### config.mk
export PLATFORM = sky130hd
export DESIGN_NAME = bcd_conv_ctrl
export DESIGN_NICKNAME = d
export VERILOG_FILES = /design/src/rtl/passcoder_pkg.sv /design/src/rtl/bcd_add3.sv /design/src/rtl/bcd_conv_ctrl.sv
export SDC_FILE = /design/constraint.sdc
export NUM_CORES = 1
export LEC_CHECK = 0
export ABC_AREA = 1
export CORE_MARGIN = 5
export CORE_UTILIZATION = 45
export CTS_BUF_LIST = sky130_fd_sc_hd__clkbuf_2 sky130_fd_sc_hd__clkbuf_4 sky130_fd_sc_hd__clkbuf_8
export CTS_CLUSTER_DIAMETER = 30
export CTS_CLUSTER_SIZE = 30
export DETAILED_ROUTE_END_ITERATION = 7
export DONT_BUFFER_PORTS = 1
export PLACE_DENSITY = 0.59
export SYNTH_ARGS = -nofsm -noshare
export SYNTH_HDL_FRONTEND = slang
export SYNTH_HIERARCHICAL = 1
export SYNTH_SLANG_ARGS = --single-unit
### constraint.sdc
create_clock -name clk -period 1.7 [get_ports clk]
set_input_delay 0.34 -clock clk [delete_from_list [all_inputs] [get_ports clk]]
set_output_delay 0.34 -clock clk [all_outputs]
set_load 0.005 [all_outputs]
### src/rtl/passcoder_pkg.sv
// passcoder_pkg
// Shared definitions for the serial binary-to-BCD converter:
//   state_e      - converter FSM state encoding
//   DIGIT_W      - width of one BCD digit
//   ADD3_THRESH  - digit value at or above which the shift-add-3 step adds 3
package passcoder_pkg;

  localparam int DIGIT_W = 4;

  localparam logic [DIGIT_W-1:0] ADD3_THRESH = DIGIT_W'(5);

  typedef enum logic [1:0] {
    IDLE  = 2'd0,
    SHIFT = 2'd1,
    DONE  = 2'd2
  } state_e;

endpackage

### src/rtl/bcd_add3.sv
// bcd_add3
// Combinational shift-add-3 correction cell for one BCD digit.
// Ports:
//   i_digit  in   DIGIT_W  BCD digit before the shift
//   o_digit  out  DIGIT_W  i_digit + 3 when i_digit >= ADD3_THRESH, else i_digit
module bcd_add3
  import passcoder_pkg::*;
(
  input  logic [DIGIT_W-1:0] i_digit,
  output logic [DIGIT_W-1:0] o_digit
);

  assign o_digit = (i_digit >= ADD3_THRESH) ? i_digit + DIGIT_W'(3) : i_digit;

endmodule

### src/rtl/bcd_conv_ctrl.sv
// bcd_conv_ctrl
// Serial double-dabble binary-to-BCD converter with a start/busy/done handshake.
// One bit of the operand is consumed per clock; the result appears BIN_W+1
// cycles after start is accepted and is held until the next result.
// Ports:
//   clk         in   1      clock, rising edge
//   rst_n       in   1      asynchronous active-low reset
//   start       in   1      conversion request (accepted in IDLE or DONE)
//   a           in   BIN_W  binary operand, captured on accept
//   busy        out  1      high from the cycle after accept through DONE
//   done        out  1      one-cycle result-valid pulse
//   dec1..dec4  out  4      BCD result, dec1 = thousands, dec4 = units
//   ovf         out  1      operand exceeded 9999 (saturating build only)
// Configuration:
//   BCD_OVF_SAT_EN  defined   -> results above 9999 saturate to 9999 with ovf = 1
//                   undefined -> ovf = 0, result is the operand mod 10000
// DIGITS must be at least 4; dec1..dec4 are the lowest four digits.
//
// state | meaning
// IDLE  | waiting for start, busy low
// SHIFT | one add-3/shift step per cycle, BIN_W cycles
// DONE  | result registered, done pulse; start here chains the next conversion
module bcd_conv_ctrl
  import passcoder_pkg::*;
#(
  parameter int BIN_W  = 14,
  parameter int DIGITS = 4
) (
  input  logic             clk,
  input  logic             rst_n,
  input  logic             start,
  input  logic [BIN_W-1:0] a,
  output logic             busy,
  output logic             done,
  output logic [3:0]       dec1,
  output logic [3:0]       dec2,
  output logic [3:0]       dec3,
  output logic [3:0]       dec4,
  output logic             ovf
);

  localparam int BCD_W = DIGIT_W * DIGITS;
  // One extra 1-bit ten-thousands digit sits above the BCD digits.
  localparam int SR_W  = BIN_W + BCD_W + 1;
  localparam int CNT_W = $clog2(BIN_W + 1);
  localparam int RES_W = 4 * DIGIT_W;

  state_e             r_state;
  state_e             w_state_nxt;
  logic               w_accept;
  logic               w_last;

  logic [SR_W-1:0]    r_sr;
  logic [CNT_W-1:0]   r_cnt;
  logic [BCD_W-1:0]   w_adj_bcd;
  logic [SR_W-1:0]    w_adj_full;
  logic [SR_W-1:0]    w_shift;

  logic               w_ovf_hit;
  logic [RES_W-1:0]   w_res;
  logic [DIGIT_W-1:0] r_dec1;
  logic [DIGIT_W-1:0] r_dec2;
  logic [DIGIT_W-1:0] r_dec3;
  logic [DIGIT_W-1:0] r_dec4;
  logic               r_ovf;

  for (genvar gi = 0; gi < DIGITS; gi++) begin : g_add3
    bcd_add3 u_add3 (
      .i_digit (r_sr[BIN_W + DIGIT_W*gi +: DIGIT_W]),
      .o_digit (w_adj_bcd[DIGIT_W*gi +: DIGIT_W])
    );
  end

  // The 1-bit top digit never reaches 5, so it passes through uncorrected.
  assign w_adj_full = {r_sr[SR_W-1], w_adj_bcd, r_sr[BIN_W-1:0]};
  assign w_shift    = w_adj_full << 1;

`ifdef BCD_OVF_SAT_EN
  assign w_ovf_hit = |w_shift[SR_W-1 : BIN_W + RES_W];
  assign w_res     = w_ovf_hit ? {4{4'd9}} : w_shift[BIN_W +: RES_W];
`else
  assign w_ovf_hit = 1'b0;
  assign w_res     = w_shift[BIN_W +: RES_W];
`endif

  always_ff @(posedge clk or negedge rst_n) begin
    if (!rst_n) begin
      r_state <= IDLE;
    end else begin
      r_state <= w_state_nxt;
    end
  end

  always_comb begin
    w_state_nxt = r_state;
    w_accept    = 1'b0;
    w_last      = 1'b0;
    busy        = 1'b0;
    done        = 1'b0;
    case (r_state)
      IDLE: begin
        if (start) begin
          w_accept    = 1'b1;
          w_state_nxt = SHIFT;
        end
      end
      SHIFT: begin
        busy = 1'b1;
        if (r_cnt == CNT_W'(1)) begin
          w_last      = 1'b1;
          w_state_nxt = DONE;
        end
      end
      DONE: begin
        busy = 1'b1;
        done = 1'b1;
        if (start) begin
          w_accept    = 1'b1;
          w_state_nxt = SHIFT;
        end else begin
          w_state_nxt = IDLE;
        end
      end
      default: begin
        w_state_nxt = IDLE;
      end
    endcase
  end

  always_ff @(posedge clk or negedge rst_n) begin
    if (!rst_n) begin
      r_sr  <= '0;
      r_cnt <= '0;
    end else if (w_accept) begin
      r_sr  <= {{(SR_W-BIN_W){1'b0}}, a};
      r_cnt <= CNT_W'(BIN_W);
    end else if (r_state == SHIFT) begin
      r_sr  <= w_shift;
      r_cnt <= r_cnt - CNT_W'(1);
    end
  end

  // Result is taken from the final shift directly, so it is valid in the DONE cycle.
  always_ff @(posedge clk or negedge rst_n) begin
    if (!rst_n) begin
      r_dec1 <= '0;
      r_dec2 <= '0;
      r_dec3 <= '0;
      r_dec4 <= '0;
      r_ovf  <= 1'b0;
    end else if (w_last) begin
      r_dec1 <= w_res[3*DIGIT_W +: DIGIT_W];
      r_dec2 <= w_res[2*DIGIT_W +: DIGIT_W];
      r_dec3 <= w_res[1*DIGIT_W +: DIGIT_W];
      r_dec4 <= w_res[0 +: DIGIT_W];
      r_ovf  <= w_ovf_hit;
    end
  end

  assign dec1 = r_dec1;
  assign dec2 = r_dec2;
  assign dec3 = r_dec3;
  assign dec4 = r_dec4;
  assign ovf  = r_ovf;

endmodule
==> summary.md, run 1 <==
| Metric | Value |
|---|---|
| Final hold violation count | `0` |
| Total number of yosys warnings | `6` |
| Min-Delay Path Class | `primary input to register` |
| Most common cell after layout, fill and taps aside | `sky130_fd_sc_hd__nand2_1` |
| Pleak | `1.37 nW` |
| Die Footprint | `8200 um2` |
| Ratio of cells with drive above 1 in the final layout | `20.5%` |
| Antenna violations before repair | `0` |
| Maximum clock frequency | `0.659 GHz` |
| Layout overhead on the synthesized area | `7.37%` |
| Avg Vias per Cell | `5.00` |
| Number of nets in the layout | `386` |
| H-tree depth | `2` |
| Setup repair after global routing missed its margin | `false` |
| Detailed placer's ending HPWL | `3820 um` |
| Slowest Stage Delay on Critical Path | `0.42 ns` |
| Wire length of the first global-routing pass | `9650 um` |
| Total number of placement rows | `29` |
| Iteration count of the initial detailed-routing pass | `6` |
| Largest net degree at the start of global routing | `53` |
| Classification of the worst setup path | `register to register` |
| Combined area of the multi-input logic cells | `1360 um2` |
| Core area | `6310 um2` |
| Final max-slew violation count | `0` |
| Worst path required time | `1.89 ns` |
| Number of setup violations in the final report | `0` |
| # port buffers | `0` |
| Remaining number of nets flagged by the antenna check after routing | `0` |
| Register share of total power | `42.4%` |
| Detailed-route via count | `2163` |
| Final core utilization | `49.6%` |
| Total wirelength of the detailed-routed design | `5370 um` |
| Post-Synthesis Cells | `351` |
| Category of the worst setup path launch point | `register` |
| Cell chosen for the clock root | `sky130_fd_sc_hd__clkbuf_8` |
| Die H | `90.5 um` |
| Layout fillers | `645` |
| Top Ports | `36` |
| Average cell area after synthesis | `8.32 um2` |
| All-layer global routing usage | `13.8%` |
| Worst endpoint data arrival time | `1.71 ns` |
| Final Skew | `0.00647 ns` |
| TritonCTS clock tree | `done` |
| CTS clock-pin slew for the worst setup and hold paths | `0.10 ns` |
| Min Clock Period, post-route | `1.52 ns` |
| Synthesized area | `2920 um2` |
| Width of the chip | `90.5 um` |
| Clock insertion delay at the later pin of the skew report | `0.30 ns` |
| Final worst slack | `0.182 ns` |
| Tot Pwr | `0.00391 W` |
| Kind of capture point of the worst setup path | `register` |
| Wire length per cell | `12.4 um` |
| Max cap viols | `0` |
| Final GP Congestion | `0.772` |
| Residual DRC count | `0` |
| Total instance count after detailed placement | `422` |
| Clock Sink Count | `52` |
| Switching power total | `0.00158 W` |
| Switching share of power | `40.5%` |
| Worst ir drop on vdd | `0.000748 V` |
| Comb power frac | `39.0%` |
| Pwr per Cell Area | `1250 nW/um2` |
| Accumulated negative setup slack | `0 ns` |
| Worst slack, placed | `0.144 ns` |
| Crit-path cells | `inv_1, ha_1, nand2_1, nand2_4, clkinvlp_4, buf_4, nand3_1, nand3_1` |
| Final cycle utilization of the critical path | `89.3%` |
| Critical Path Fanout Max | `8` |
| Relative contribution of the clock network to total power | `18.6%` |
| Effective utilization at floorplan | `46.2%` |
| Starting DRC count in detailed routing | `104` |
| Remaining global-route overflow | `0` |
| Design internal power | `0.00233 W` |
| Result of the run | `completed` |
| Slowest cell on the critical path | `sky130_fd_sc_hd__dfrtp_1` |
| Inserted Clock Buffers | `5` |
| Area of all sequential standard cells | `1300 um2` |
| Antenna cell count | `0` |
| Final instance count without filler cells | `433` |
| Most frequent cells in the layout | `111 x sky130_fd_sc_hd__nand2_1, 52 x sky130_fd_sc_hd__dfrtp_1, 34 x sky130_fd_sc_hd__inv_1` |
| Crit path top cell by count | `sky130_fd_sc_hd__nand3_1` |
| Synthesized Nets | `382` |
| Number of global-route vias before repair | `2142` |
| Maximum root-to-sink buffer count | `2` |
[per-layer routing]
layer / part of all wire (%) / GRT usage, % / wire length, um / vias up
li1: - / - / - / 1111
met1: 50 / 19.1 / 2660 / 1009
met2: 46 / 21.7 / 2470 / 38
met3: 3.6 / 2.92 / 196 / 5
met4: 0.74 / 3.85 / 40 / 0
met5: 0 / 0 / 0 / -
[power groups by stage]
stage	logic, W	clock network [W]	registers, W
after floorplan	0.00127	0	0.00163
after global placement	0.00146	0	0.00168
after detailed placement	0.00148	0	0.00168
after CTS	0.00152	0.000765	0.00166
after global routing	0.00174	0.000817	0.00169
final	0.00152	0.000727	0.00166
[metrics by stage]
stage | cell area, um2 | hold WS (ns)
after floorplan | 2920 | 0.0444
after global placement | 2990 | 0.0464
after detailed placement | 2990 | 0.0463
after CTS | 3120 | 0.148
after global routing | 3130 | 0.153
final | 3130 | 0.157
[registers in the layout, summed over array words and instances (netlist names)]
name,count
r_sr,30
dec2,4
dec3,4
r_cnt,4
r_state,2
dec1,4
dec4,4
[what timing repair did]
item | 4_1_cts | 5_1_grt
setup endpoints to repair | 0 | 8
resized for setup | 0 | 2
setup buffers | 0 | 1
hold buffers | 2 | 0
hold endpoints to repair | 52 | 0
[worst paths after layout]
kind,start,end,slack (ns),cells after the start
min in group asynchronous,rst_n,dec2[1],0.55,2
hold / removal,a[0],r_sr[0],0.16,2
hold reg to reg,r_sr[5],r_sr[5],0.49,2
setup / recovery,r_state[0],r_sr[8],0.18,8
max in group asynchronous,rst_n,r_cnt[1],0.92,2
setup reg to reg,r_state[0],r_sr[8],0.18,8
[critical path, delay by kind of cell (launching register included)]
kind | cells | cell delay, ns
buffers and inverters | 3 | 0.42
DFF | 1 | 0.42
and+or+nand+nor | 4 | 0.37
adders and majority gates | 1 | 0.19
[cell type report]
cell class	instances	area share [%]
Clock inverter	2	0.519
Multi-Input combinational cell	245	43.4
Sequential cell	52	41.5
Timing Repair Buffer	11	4.15
Tap cell	77	3.07
Inverter	40	4.91
Clock buffer	6	2.44
No activity file was read; power rests on OpenSTA's default activity.
==> run 2, diff against run 1 <==
--- a/config.mk
+++ b/config.mk
@@ -18,3 +18,4 @@
 export SYNTH_HDL_FRONTEND = slang
 export SYNTH_HIERARCHICAL = 1
 export SYNTH_SLANG_ARGS = --single-unit
+export TNS_END_PERCENT = 20
==> constraint.sdc (replaced) <==
create_clock -name clk -period 1.5 [get_ports clk]
set_input_delay 0.3 -clock clk [delete_from_list [all_inputs] [get_ports clk]]
set_output_delay 0.3 -clock clk [all_outputs]
set_load 0.005 [all_outputs]
==> run 2 against run 1 <==
Effect of this change: the flow now finishes with violations (negative hold slack); non-clock buffer count grew 4; die area is the same; clock-buffer cell count shrank 1; highest routed layer unchanged.
==> summary.md, run 2 (synthesis gave the netlist of run 1 again) <==
| Metric | Value |
|---|---|
| Remaining global-route overflow | `0` |
| Failing checks | `negative hold slack` |
| Final max-slew violation count | `0` |
| # port buffers | `0` |
| Min-Delay Path Class | `primary input to asynchronous set/reset pin` |
| Starting DRC count in detailed routing | `113` |
| Total wirelength of the detailed-routed design | `5400 um` |
| Slack of the worst reg-to-reg path | `0.09 ns` |
| Inserted Clock Buffers | `5` |
| Logic depth of the worst register-to-register path | `8` |
| Final instance count without filler cells | `437` |
| Width of the chip | `90.5 um` |
| Clock Sink Count | `52` |
| TritonCTS clock tree | `done` |
| Ratio of cells with drive above 1 in the final layout | `23.9%` |
| Worst ir drop on vdd | `0.000998 V` |
| Iteration count of the initial detailed-routing pass | `4` |
| Number of flip-flops under the largest register name | `30` |
| Remaining number of nets flagged by the antenna check after routing | `0` |
| Final worst slack | `0.0763 ns` |
| Detailed-route via count | `2155` |
| Maximum root-to-sink buffer count | `2` |
| Avg Vias per Cell | `4.93` |
| Final cycle utilization of the critical path | `94.9%` |
| Accumulated negative setup slack | `0 ns` |
| Pwr per Cell Area | `1440 nW/um2` |
| Setup repair after global routing missed its margin | `true` |
| Largest net degree at the start of global routing | `53` |
| Worst setup path start | `r_state[0]` |
| Core area | `6310 um2` |
| Effective utilization at floorplan | `46.2%` |
| FF-to-FF Start | `r_sr[18]` |
| Largest Register | `r_sr` |
| Total instance count after detailed placement | `425` |
| Number of global-route vias before repair | `2113` |
| Die Footprint | `8200 um2` |
| Clock insertion delay at the later pin of the skew report | `0.31 ns` |
| Layout fillers | `635` |
| Wire length per cell | `12.3 um` |
| Min Clock Period, post-route | `1.42 ns` |
| Worst endpoint data arrival time | `1.12 ns` |
| Pleak | `1.39 nW` |
| Hold Slack | `-0.330 ns` |
| Number of nets in the layout | `390` |
| H-tree depth | `2` |
| All-layer global routing usage | `13.8%` |
| Worst setup path endpoint | `done` |
| Critical register-to-register path endpoint | `r_sr[20]` |
| Layout overhead on the synthesized area | `8.57%` |
| Final Skew | `0.00849 ns` |
| Cell chosen for the clock root | `sky130_fd_sc_hd__clkbuf_8` |
| Worst slack, placed | `0.0587 ns` |
| Most frequent cells in the layout | `111 x sky130_fd_sc_hd__nand2_1, 52 x sky130_fd_sc_hd__dfrtp_1, 31 x sky130_fd_sc_hd__inv_1, 31 x sky130_fd_sc_hd__nand3_1, 18 x sky130_fd_sc_hd__a21oi_2` |
| Wire length of the first global-routing pass | `9530 um` |
| Category of the worst setup path launch point | `register` |
| Final GP Congestion | `0.761` |
| Residual DRC count | `0` |
| Kind of capture point of the worst setup path | `primary output` |
| Critical Path Fanout Max | `4` |
| CTS clock-pin slew for the worst setup and hold paths | `0.10 ns` |
| Antenna cell count | `0` |
| Maximum clock frequency | `0.702 GHz` |
| Max cap viols | `0` |
| Antenna violations before repair | `0` |
| Number of setup violations in the final report | `0` |
| Worst path required time | `1.20 ns` |
| Top Ports | `36` |
| Classification of the worst setup path | `register to primary output` |
| Total number of placement rows | `29` |
| Final hold violation count | `52` |
| Result of the run | `finished with violations` |
| Most common cell after layout, fill and taps aside | `sky130_fd_sc_hd__nand2_1` |
| Die H | `90.5 um` |
| Detailed placer's ending HPWL | `3870 um` |
-- run 2: cell count changes in the layout (fill, tap and decap cells not counted), moves of 2 or more --
cell and change:
sky130_fd_sc_hd__ha_1 -4, sky130_fd_sc_hd__buf_4 +5, sky130_fd_sc_hd__inv_6 +2, sky130_fd_sc_hd__inv_2 +3
sky130_fd_sc_hd__inv_1 -3, sky130_fd_sc_hd__clkinvlp_4 -2, sky130_fd_sc_hd__ha_2 +3
-- run 2: how the worst min path moves through the flow --
stage                     startpoint        to  depth (start not counted)
after global routing           rst_n  r_cnt[0]                          0
after global placement         rst_n   dec2[2]                          0
after floorplan                rst_n   dec1[0]                          0
after detailed placement       rst_n   dec2[2]                          0
final                          rst_n  r_sr[17]                          0
after CTS                      rst_n   dec4[0]                          0
-- run 2: metrics by stage --
stage	utilization, %	cell area, um2	power (W)
2_1_floorplan	-	2920	0.00328
3_3_place_gp	47.5	3000	0.00356
3_5_place_dp	47.5	3000	0.00359
4_1_cts	49.0	3090	0.00445
5_1_grt	50.2	3170	0.00500
6_report	50.2	3170	0.00458
-- run 2: metal layers --
| layer | wire length [um] | share of wire (%) | vias up | GRT usage, % |
|---|---|---|---|---|
| met5 | 0 | 0 | - | 0 |
| met4 | 53 | 0.98 | 0 | 3.72 |
| li1 | - | - | 1116 | - |
| met2 | 2530 | 47 | 36 | 22.2 |
| met1 | 2570 | 48 | 999 | 17.8 |
| met3 | 245 | 4.5 | 4 | 4.17 |
-- run 2: worst max-delay path, cell delays in order (launching register included) --
cell and delay (ns):
sky130_fd_sc_hd__dfrtp_1 0.42, sky130_fd_sc_hd__inv_1 0.10, sky130_fd_sc_hd__ha_2 0.19, sky130_fd_sc_hd__buf_4 0.11
-- run 2: final cells by class --
| cell class | count | area (um2) | share of cell area [%] |
|---|---|---|---|
| Clock buffer | 5 | 68.8 | 2.17 |
| Clock inverter | 3 | 26.3 | 0.829 |
| Inverter | 40 | 153 | 4.82 |
| Multi-Input combinational cell | 245 | 1380 | 43.6 |
| Sequential cell | 52 | 1300 | 41.1 |
| Tap cell | 77 | 96.3 | 3.04 |
| Timing Repair Buffer | 15 | 141 | 4.46 |
-- run 2: repair_timing --
item	in CTS	in global routing
hold endpoints to repair	52	52
setup buffers	0	4
gates resized for setup	0	14
setup endpoints to repair	0	38
-- run 2: report_power, final --
group,switching (W),internal [W]
clock network,0.000495,0.000344
logic,0.00112,0.000735
registers,0.000199,0.00168
==> run 3, diff against run 2 <==
--- a/config.mk
+++ b/config.mk
@@ -6,14 +6,15 @@
 export NUM_CORES = 1
 export LEC_CHECK = 0
 export ABC_AREA = 1
+export CORE_ASPECT_RATIO = 1.75
 export CORE_MARGIN = 5
-export CORE_UTILIZATION = 45
+export CORE_UTILIZATION = 55
 export CTS_BUF_LIST = sky130_fd_sc_hd__clkbuf_2 sky130_fd_sc_hd__clkbuf_4 sky130_fd_sc_hd__clkbuf_8
 export CTS_CLUSTER_DIAMETER = 30
 export CTS_CLUSTER_SIZE = 30
 export DETAILED_ROUTE_END_ITERATION = 7
 export DONT_BUFFER_PORTS = 1
-export PLACE_DENSITY = 0.59
+export PLACE_DENSITY = 0.69
 export SYNTH_ARGS = -nofsm -noshare
 export SYNTH_HDL_FRONTEND = slang
 export SYNTH_HIERARCHICAL = 1
==> run 3 against run 2 <==
Effect of this change: the run still ends with negative hold slack left; hold slack better by 0.0014 ns; routed wire length increased by 2.1%; core utilization rose by 10 points; first-iteration DRC count down 20%; power rose by 3.2%; clock skew fell by 0.0010 ns; via count rose by 2.0%.
==> summary.md, run 3 (synthesis gave the netlist of run 1 again) <==
| Metric | Value |
|---|---|
| Width of the chip | `65.1 um` |
| Effective utilization at floorplan | `56.0%` |
| H-tree depth | `2` |
| Layout overhead on the synthesized area | `7.89%` |
| Cell chosen for the clock root | `sky130_fd_sc_hd__clkbuf_8` |
| Pleak | `1.39 nW` |
| TritonCTS clock tree | `done` |
| Final Skew | `0.00749 ns` |
| Iteration count of the initial detailed-routing pass | `4` |
| Total number of placement rows | `35` |
| Failing checks | `negative hold slack` |
| Inserted Clock Buffers | `5` |
| Clock insertion delay at the later pin of the skew report | `0.31 ns` |
| Final worst slack | `0.0569 ns` |
| Slowest Stage Delay on Critical Path | `0.42 ns` |
| Worst setup path start | `r_state[0]` |
| Die H | `106 um` |
| Min-Delay Path Class | `primary input to asynchronous set/reset pin` |
| Maximum clock frequency | `0.693 GHz` |
| Final hold violation count | `52` |
| Number of global-route vias before repair | `2187` |
| CTS clock-pin slew for the worst setup and hold paths | `0.09 ns` |
| Post-place instance area | `2980 um2` |
| Slowest cell on the critical path | `sky130_fd_sc_hd__dfrtp_1` |
| Setup repair after global routing missed its margin | `true` |
| Critical register-to-register path endpoint | `r_cnt[2]` |
| Met3 routing resource usage after global routing | `3.17%` |
| Critical Path Fanout Max | `4` |
| Most frequent cells in the layout | `111 x sky130_fd_sc_hd__nand2_1, 52 x sky130_fd_sc_hd__dfrtp_1, 31 x sky130_fd_sc_hd__nand3_1` |
| Worst endpoint data arrival time | `1.14 ns` |
| Worst slack, placed | `0.0353 ns` |
| Largest Register | `r_sr` |
| Core area | `5210 um2` |
| Antenna cell count | `0` |
| Most common cell after layout, fill and taps aside | `sky130_fd_sc_hd__nand2_1` |
| Detailed placer's ending HPWL | `4030 um` |
| Kind of capture point of the worst setup path | `primary output` |
| Final GP Congestion | `0.806` |
| Antenna violations before repair | `0` |
| Min Clock Period, post-route | `1.44 ns` |
| Residual DRC count | `0` |
| Result of the run | `finished with violations` |
| Total wirelength of the detailed-routed design | `5510 um` |
| Most heavily used metal layer in global routing | `met2` |
| Wire length of the first global-routing pass | `9730 um` |
| Largest net degree at the start of global routing | `53` |
| Number of flip-flops under the largest register name | `30` |
| Classification of the worst setup path | `register to primary output` |
| Remaining number of nets flagged by the antenna check after routing | `0` |
| Maximum root-to-sink buffer count | `2` |
| Pwr per Cell Area | `1500 nW/um2` |
| Final core utilization | `60.4%` |
| Category of the worst setup path launch point | `register` |
| Max cap viols | `0` |
| Top Ports | `36` |
| Slack of the worst reg-to-reg path | `0.08 ns` |
| Final cycle utilization of the critical path | `96.2%` |
| All-layer global routing usage | `17.6%` |
| Crit-path cells | `inv_1, ha_1, buf_4` |
| Die Footprint | `6920 um2` |
| # port buffers | `0` |
| Worst ir drop on vdd | `0.00118 V` |
| Final max-slew violation count | `0` |
| Logic depth of the worst register-to-register path | `7` |
| Remaining global-route overflow | `0` |
| FF-to-FF Start | `r_state[0]` |
| Worst path required time | `1.20 ns` |
| Met1 global-route usage | `19.4%` |
| Starting DRC count in detailed routing | `90` |
| Met2 Resource Use GR | `33.0%` |
| Post-Layout Inst Area | `3150 um2` |
| Clock Sink Count | `52` |
| Detailed-route via count | `2198` |
| Avg Vias per Cell | `5.31` |
| Accumulated negative setup slack | `0 ns` |
| Number of nets in the layout | `389` |
| Ratio of cells with drive above 1 in the final layout | `24.0%` |
| Number of setup violations in the final report | `0` |
| Wire length per cell | `13.3 um` |
| Hold Slack | `-0.328 ns` |
run 3: final cells by class:
type / count / area [um2]
tap: 55 / 68.8
clock buffer: 5 / 68.8
multi-input combinational: 245 / 1370
timing repair buffer: 14 / 143
inverter: 40 / 153
sequential: 52 / 1300
clock inverter: 3 / 42.5
fill: 479 / 2060
run 3: per-layer routing:
layer	up-vias	wire, um
met5	-	0
met1	1039	2220
li1	1112	-
met3	9	205
met2	38	2980
met4	0	104
run 3: worst max-delay path by stage:
stage | to | slack [ns]
4_1_cts | r_sr[1] | 0.02
3_3_place_gp | r_sr[2] | 0.11
5_1_grt | r_cnt[2] | -0.03
3_5_place_dp | r_sr[1] | 0.04
6_report | done | 0.06
2_1_floorplan | r_sr[10] | 0.16
run 3: critical path, delay by kind of cell, from the launching register on:
| family | cells | cell delay, ns |
|---|---|---|
| adders and majority gates | 1 | 0.21 |
| DFF | 1 | 0.42 |
| buffers and inverters | 2 | 0.22 |
run 3: what timing repair did:
item                                    4_1_cts  5_1_grt
hold endpoints to repair                     52       52
buffers inserted                              0        3
gates resized for setup                       0       14
endpoints found under the setup margin        0       43
run 3: power by group:
group	switching, W	leakage [nW]	internal, W	total (W)
combinational	0.00113	0.647	0.000725	0.00186
clock	0.000474	0.0541	0.000494	0.000969
sequential	0.000217	0.687	0.00168	0.00190
run 3: stage by stage:
stage	instances	total power, W
2_1_floorplan	351	0.00328
4_1_cts	411	0.00462
3_5_place_dp	403	0.00364
3_3_place_gp	403	0.00359
6_report	414	0.00472
5_1_grt	414	0.00509
